$ cat src/rtl/rom_loader_pkg.sv
// rom_loader_pkg: shared types and constants for the boot ROM loader.
// Holds the loader state encoding, bus widths and the default load address.
package rom_loader_pkg;

  localparam int ADDR_W = 32;
  localparam int DATA_W = 8;

  // Memory byte address that receives ROM byte 0 unless overridden.
  localparam logic [ADDR_W-1:0] DEFAULT_LOAD_BASE = 32'd0;

  typedef enum logic [2:0] {
    IDLE  = 3'd0,
    FETCH = 3'd1,
    WRITE = 3'd2,
    DONE  = 3'd3,
    ERROR = 3'd4
  } state_t;

endpackage

$ cat src/rtl/rom_loader.sv
// rom_loader: boot sequencer that copies the program ROM into main memory.
// Walks the combinational ROM one byte at a time, writes each byte through
// a valid/ready port, and keeps the CPU in reset until the byte flagged by
// rom_done has been accepted. A copy that runs MAX_BYTES bytes without
// seeing rom_done ends in a terminal error state.
// Optional build macro ROM_LOADER_CHECKSUM_EN adds a modulo-256 running sum
// of accepted bytes on the checksum output; without it checksum reads 0.
import rom_loader_pkg::*;

module rom_loader #(
  parameter logic [ADDR_W-1:0] LOAD_BASE  = DEFAULT_LOAD_BASE,
  parameter int                MAX_BYTES  = 65536,
  parameter bit                AUTO_START = 1'b1
) (
  input  logic              clk,
  input  logic              reset,
  input  logic              start,
  output logic [ADDR_W-1:0] rom_address,
  input  logic [DATA_W-1:0] rom_byte,
  input  logic              rom_done,
  output logic [ADDR_W-1:0] mem_address,
  output logic [DATA_W-1:0] mem_data,
  output logic              mem_write,
  input  logic              mem_ready,
  output logic              cpu_reset,
  output logic              load_done,
  output logic              load_error,
  output logic [ADDR_W-1:0] bytes_written,
  output logic [DATA_W-1:0] checksum
);

  localparam logic [ADDR_W-1:0] MAX_BYTES_W = ADDR_W'(MAX_BYTES);

  state_t            state_reg;
  logic [ADDR_W-1:0] offset_reg;
  logic              last_reg;
  logic [ADDR_W-1:0] mem_address_reg;
  logic [DATA_W-1:0] mem_data_reg;
  logic              mem_write_reg;
  logic              cpu_reset_reg;
  logic              load_done_reg;
  logic              load_error_reg;
  logic [ADDR_W-1:0] bytes_written_reg;
  logic              accept;

  // A write completes on any edge where the port is valid and memory is ready.
  assign accept = (state_reg == WRITE) && mem_ready;

  // Loader FSM: fetch one ROM byte, hold it on the write port until accepted,
  // then advance, finish on the flagged last byte, or stop at the byte limit.
  always_ff @(posedge clk or posedge reset) begin
    if (reset) begin
      state_reg         <= IDLE;
      offset_reg        <= '0;
      last_reg          <= 1'b0;
      mem_address_reg   <= LOAD_BASE;
      mem_data_reg      <= '0;
      mem_write_reg     <= 1'b0;
      cpu_reset_reg     <= 1'b1;
      load_done_reg     <= 1'b0;
      load_error_reg    <= 1'b0;
      bytes_written_reg <= '0;
    end else begin
      case (state_reg)
        IDLE: begin
          if (AUTO_START || start) begin
            state_reg <= FETCH;
          end
        end
        FETCH: begin
          // ROM is combinational from rom_address, so the byte is valid now.
          mem_data_reg    <= rom_byte;
          mem_address_reg <= LOAD_BASE + offset_reg;
          last_reg        <= rom_done;
          mem_write_reg   <= 1'b1;
          state_reg       <= WRITE;
        end
        WRITE: begin
          if (accept) begin
            mem_write_reg <= 1'b0;
            if (bytes_written_reg < MAX_BYTES_W) begin
              bytes_written_reg <= bytes_written_reg + 1'b1;
            end
            if (last_reg) begin
              // Release the CPU on the same edge the load is reported done.
              cpu_reset_reg <= 1'b0;
              load_done_reg <= 1'b1;
              state_reg     <= DONE;
            end else if (bytes_written_reg + 1'b1 == MAX_BYTES_W) begin
              load_error_reg <= 1'b1;
              state_reg      <= ERROR;
            end else begin
              offset_reg <= offset_reg + 1'b1;
              state_reg  <= FETCH;
            end
          end
        end
        DONE: begin
          state_reg <= DONE;
        end
        ERROR: begin
          state_reg <= ERROR;
        end
        default: begin
          state_reg <= IDLE;
        end
      endcase
    end
  end

  assign rom_address   = offset_reg;
  assign mem_address   = mem_address_reg;
  assign mem_data      = mem_data_reg;
  assign mem_write     = mem_write_reg;
  assign cpu_reset     = cpu_reset_reg;
  assign load_done     = load_done_reg;
  assign load_error    = load_error_reg;
  assign bytes_written = bytes_written_reg;

`ifdef ROM_LOADER_CHECKSUM_EN
  logic [DATA_W-1:0] checksum_reg;

  // Running sum of accepted bytes; naturally frozen once the FSM stops writing.
  always_ff @(posedge clk or posedge reset) begin
    if (reset) begin
      checksum_reg <= '0;
    end else if (accept) begin
      checksum_reg <= checksum_reg + mem_data_reg;
    end
  end

  assign checksum = checksum_reg;
`else
  assign checksum = '0;
`endif

endmodule
$ cat config.mk
export PLATFORM = sky130hd
export DESIGN_NAME = rom_loader
export DESIGN_NICKNAME = d
export VERILOG_FILES = /design/src/rtl/rom_loader_pkg.sv /design/src/rtl/rom_loader.sv
export SDC_FILE = /design/constraint.sdc
export NUM_CORES = 1
export LEC_CHECK = 0
export CAP_MARGIN = 20
export CORE_UTILIZATION = 50
export CTS_CLUSTER_DIAMETER = 30
export DETAILED_ROUTE_END_ITERATION = 10
export GPL_TIMING_DRIVEN = 0
export PLACE_DENSITY = 0.81
export SYNTH_ARGS = -nofsm -noshare
export SYNTH_HDL_FRONTEND = slang
export SYNTH_SLANG_ARGS = --single-unit
$ cat constraint.sdc
create_clock -name clk -period 4.8 [get_ports clk]
set_input_delay 0.96 -clock clk [delete_from_list [all_inputs] [get_ports clk]]
set_output_delay 0.96 -clock clk [all_outputs]
set_load 0.01 [all_outputs]
Word level (Yosys, flattened, before mapping). Index checks and enable logic that the tools add are counted.

Output and inout bits: 116. Word-level logic and storage cells: 35. Register bits after elaboration: 112.

Reductions and logical operators: 8. Add/subtract/negate cells: 2. Multiplexer cells: 6. Equality and inequality tests: 6. Magnitude comparators: 1. Bitwise logic cells: 2.

Operators with widths (count): 32-bit by 1-bit adder with 32-bit output (second input constant) (2); 32-bit by 17-bit equality test with 1-bit output (second input constant) (1); 32-bit by 17-bit less-than comparator with 1-bit output (second input constant) (1); 3-bit one-hot mux with 5 select lines (1); 3-bit two-way mux (3); 4-bit AND reduction (2); 3-bit by 2-bit equality test with 1-bit output (second input constant) (2); 3-bit AND reduction (2); 3-bit by 1-bit equality test with 1-bit output (second input constant) (1); 3-bit equality test (second input constant) (1); 3-bit logical NOT (1); 2-bit inequality test (second input constant) (1); 1-bit NOT (2); 1-bit one-hot mux with 2 select lines (1); 2-bit AND reduction (1); 2-bit nonzero test (1); 1-bit logical AND (1); 1-bit two-way mux (1).

Logic depth before layout (Yosys ltp).
Word-level depth: 6. Depth in mapped cells: 11.

Worst setup path before layout. No wires, ideal clock.

Path type: register -> register. From: register bytes_written_reg[0], in the netlist bytes_written[0]. To: register offset_reg[1], in the netlist rom_address[1]. Path buffers: 2. Setup time: 128 ps. Cell stages (with the launch flop): 11. Clock period less this slack: 3095 ps. Data arrival time: 2967 ps. Slack: 1705 ps. Cell sequence: dfrtp_1 ha_1 clkbuf_1 nand4_1 or4_1 nor2_1 a41oi_1 or4_1 o31ai_4 buf_4 mux2_1.

Cells in the longest elaborated chain, start to end: 4.

Ends and longest elaborated chain: start: declaration (RTL line rom_loader.sv:43) `logic [ADDR_W-1:0] bytes_written_reg;`; start signal: assignment (RTL line rom_loader.sv:82) `bytes_written_reg <= bytes_written_reg + 1'b1;`; 32-bit by 1-bit adder with 32-bit output (RTL line rom_loader.sv:89) `end else if (bytes_written_reg + 1'b1 == MAX_BYTES_W) begin`; 32-bit by 17-bit equality test with 1-bit output (RTL line rom_loader.sv:89); 1-bit NOT (no source line); 4-bit AND reduction (no source line); end signal: assignment (RTL line rom_loader.sv:93) `offset_reg <= offset_reg + 1'b1;`; end: declaration (RTL line rom_loader.sv:35) `logic [ADDR_W-1:0] offset_reg;`.

No other way between the ends. A chain may end at the register's enable or synchronous reset.

Worst setup path after layout. Same ends and word-level chain as after synthesis.

==> impl_metrics.tcl <==
set metrics [dict create \
    min_path_type "flop to flop" \
    yosys.area.top_type_share 0.530 \
    ys_seq_area_frac 0.535 \
    cts.sinks 112 \
    dp_slack_ns 1.13 \
    slew_viol_final 0 \
    crit_arrival_ns 3.76 \
    critPathKind "flop to flop" \
    min_period_ns 3.50 \
    coreArea_um2 10200 \
    swShare 0.263 \
    synth_commonest_cells "dfrtp_1 (111), mux2_2 (41), xor2_1 (34), nand2_1 (31), nor2_1 (24)" \
    worstSkewPairLatency_ns 0.38 \
    busiest_layer "met2" \
    synthDistinctLibCells 53 \
    dieHeight_um 104 \
    placementRows 37 \
    grtUsageMet3 0.0451 \
    peakVddDrop_uv 218 \
    num-fill-cells 831 \
    cp_max_fo 10 \
    ys_top_cells_by_area "dfrtp_1 (53%), mux2_2 (8.8%), xor2_1 (5.7%), xnor2_1 (3.7%), nand2_1 (2.2%)" \
    worst_slack_ns 1.30 \
    outcome "complete, no violations" \
    crit_path_top_delay_cell "or4_1" \
    cts.clk_slew.worst_paths_ns 0.10 \
    grt_max_degree 77 \
    antenna_found_initial 0 \
    yosys.area.top_type "dfrtp_1" \
    grt.met2_usage 0.376 \
    cts_hold_repair.buffers 0 \
    pwr-share-clk 0.280 \
    finalSetupViolCount 0 \
    grt_use_met1 0.296 \
    slowest_delay_ns 0.52 \
    cap_violations 0 \
    p_leak_uw 0.00304 \
    relSlewSlack 0.616 \
    root_buffer "clkbuf_8" \
    skew_ns 0.0142 \
    synth-seq-cells 112 \
    cp-end-kind "flop" \
    place.gp.congestion 0.886 \
    synthArstFlopShare 1.00 \
    crit_chain "ha_1 > clkbuf_1 > nand4_1 > or4_1 > nor4_1 > and4b_1 > o22ai_2 > o31ai_4 > buf_4 > mux2_1" \
    power.share.sequential 0.577 \
    fin_hold_ws_ns 0.476 \
    htree_levels 3 \
    dieArea_um2 10900 \
    yosysMostFrequentCell "dfrtp_1" \
    syn2layout_area_growth_pct 30.2 \
    power.density_nw_per_um2 265 \
    cts_resized 0 \
    overflow 0 \
    grt_pass1_vias 4059 \
    post_synth_instance_area_um2 5240 \
    power_switching_uw 474 \
    hold_violations 0 \
    cts_setup_buffers 0 \
    post-dp-hpwl_um 8330 \
    dieWidth_um 104 \
    drc 0 \
    post_drt_wl_per_cell_um 15.4 \
    cp_top_family "simple AND/OR/NAND/NOR gates" \
    combPwrFrac 0.143 \
    syn_inst 466 \
    drt-initial-drc-count 165 \
    rsz0062_at_grt "false" \
    postRouteAntennaNets 0 \
    antenna_cells 0 \
    required_ns 5.06 \
    worst_pin_slew_ns 0.577 \
    clockBufferDepth 2 \
    synthFlopType "dfrtp_1" \
    port_buffers 119 \
    ios 129 \
    drive_gt1_frac 0.141 \
    synth_warnings 0 \
    drtPass1Iterations 4 \
    track_usage 0.226 \
    cp_num_buf_inv 2 \
    cts_buffers 9 \
    num_vias 4001 \
    ff2ff_setup_slack_ns 1.30 \
    start_util 0.512 \
    viasPerCell 5.37 \
    p_int_uw 1330 \
    drt-total-wl_um 11500 \
    grt_pass1_wl_um 19900 \
    synth-edff-count 0 \
    clock.fmax_ghz 0.286 \
    nets 620 \
    cts_tree "built" \
    syn_area_per_cell_um2 11.3 \
    period_share 0.730 \
    start_kind "flop" \
]
-- cells by family (layout without fill, tap and decap cells) --
kind of cell,Yosys count,after routing,synth area share
AND/OR/NAND/NOR,174,174,0.184
flip-flops,112,112,0.535
XOR/XNOR,56,56,0.0936
buffers and inverters,49,185,0.0451
multiplexers,44,44,0.0940
AO/OA/AOI/OAI,27,27,0.0406
adder cells (fa/ha/maj),3,3,0.00716
other,1,8,0.000715
-- path summary, 6_finish.rpt --
kind                                   from               to  depth (start not counted)
min in group asynchronous             reset  rom_address[29]                          2
max in group asynchronous             reset   mem_address[6]                          3
max                        bytes_written[0]   rom_address[1]                         10
min                              load_error       load_error                          1
min reg2reg                      load_error       load_error                          1
max reg2reg                bytes_written[0]   rom_address[1]                         10
-- cells in the final DEF (no fill, tap or decap), types with 3 or more instances in the layout --
master	netlist	routed
clkdlybuf4s50_1	0	119
dfrtp_1	111	111
mux2_2	41	41
xor2_1	34	34
nand2_1	31	31
clkbuf_1	23	26
nor2_1	24	24
nor3_1	23	23
xnor2_1	22	22
nand3_1	20	20
nand4_1	16	16
buf_4	11	11
buf_2	9	9
clkbuf_8	0	9
nor4_1	8	8
and3_1	8	8
conb_1	1	8
and4_1	7	7
nor2b_1	5	5
inv_1	6	5
nand2b_1	5	5
o21ai_0	4	4
or3_1	4	4
nor3b_1	4	4
or2_2	3	3
a21oi_1	3	3
a311oi_1	3	3
and2_1	3	3
ha_1	3	3
clkinvlp_4	0	3
-- per-layer routing --
metal,share of wire,routed length [um]
met1,0.44,5040
met2,0.51,5830
met3,0.037,426
met4,0.015,171
met5,0,0
-- through the flow --
step | total power, uW | std cells | area, um^2 | setup TNS (ns) | utilization
3_3_place_gp | 1310 | 728 | 6630 | -65.05 | 0.648
3_5_place_dp | 1320 | 729 | 6660 | 0 | 0.651
6_report | 1810 | 745 | 6830 | 0 | 0.667
2_1_floorplan | 1180 | 473 | 5270 | 0 | -
4_1_cts | 1820 | 745 | 6830 | 0 | 0.667
5_1_grt | 1890 | 745 | 6830 | 0 | 0.667
-- final cells by class --
| class | instances | area, um^2 | share of cell area |
|---|---|---|---|
| multi-input cells | 312 | 2230 | 0.326 |
| clock inverters | 4 | 31.3 | 0.00458 |
| well taps | 136 | 170 | 0.0249 |
| inverters | 6 | 25.0 | 0.00367 |
| clock buffers | 12 | 135 | 0.0198 |
| plain buffers | 43 | 214 | 0.0313 |
| repair buffers | 120 | 1220 | 0.179 |
| flip-flops and latches | 112 | 2800 | 0.411 |
-- power by group through the flow --
stage / Combinational [uW] / Sequential [uW] / Clock [uW]
global route: 283 / 1050 / 561
finish: 258 / 1040 / 506
detailed placement: 262 / 1060 / 0
global placement: 252 / 1060 / 0
CTS: 263 / 1040 / 518
floorplan: 99.9 / 1080 / 0
-- worst register-to-register path, stage by stage (launching register included) --
cell	delay, ns
dfrtp_1	0.47
ha_1	0.19
clkbuf_1	0.27
nand4_1	0.17
or4_1	0.52
nor4_1	0.44
and4b_1	0.29
o22ai_2	0.10
o31ai_4	0.37
buf_4	0.25
mux2_1	0.34
No activity file was read; power rests on OpenSTA's default activity.
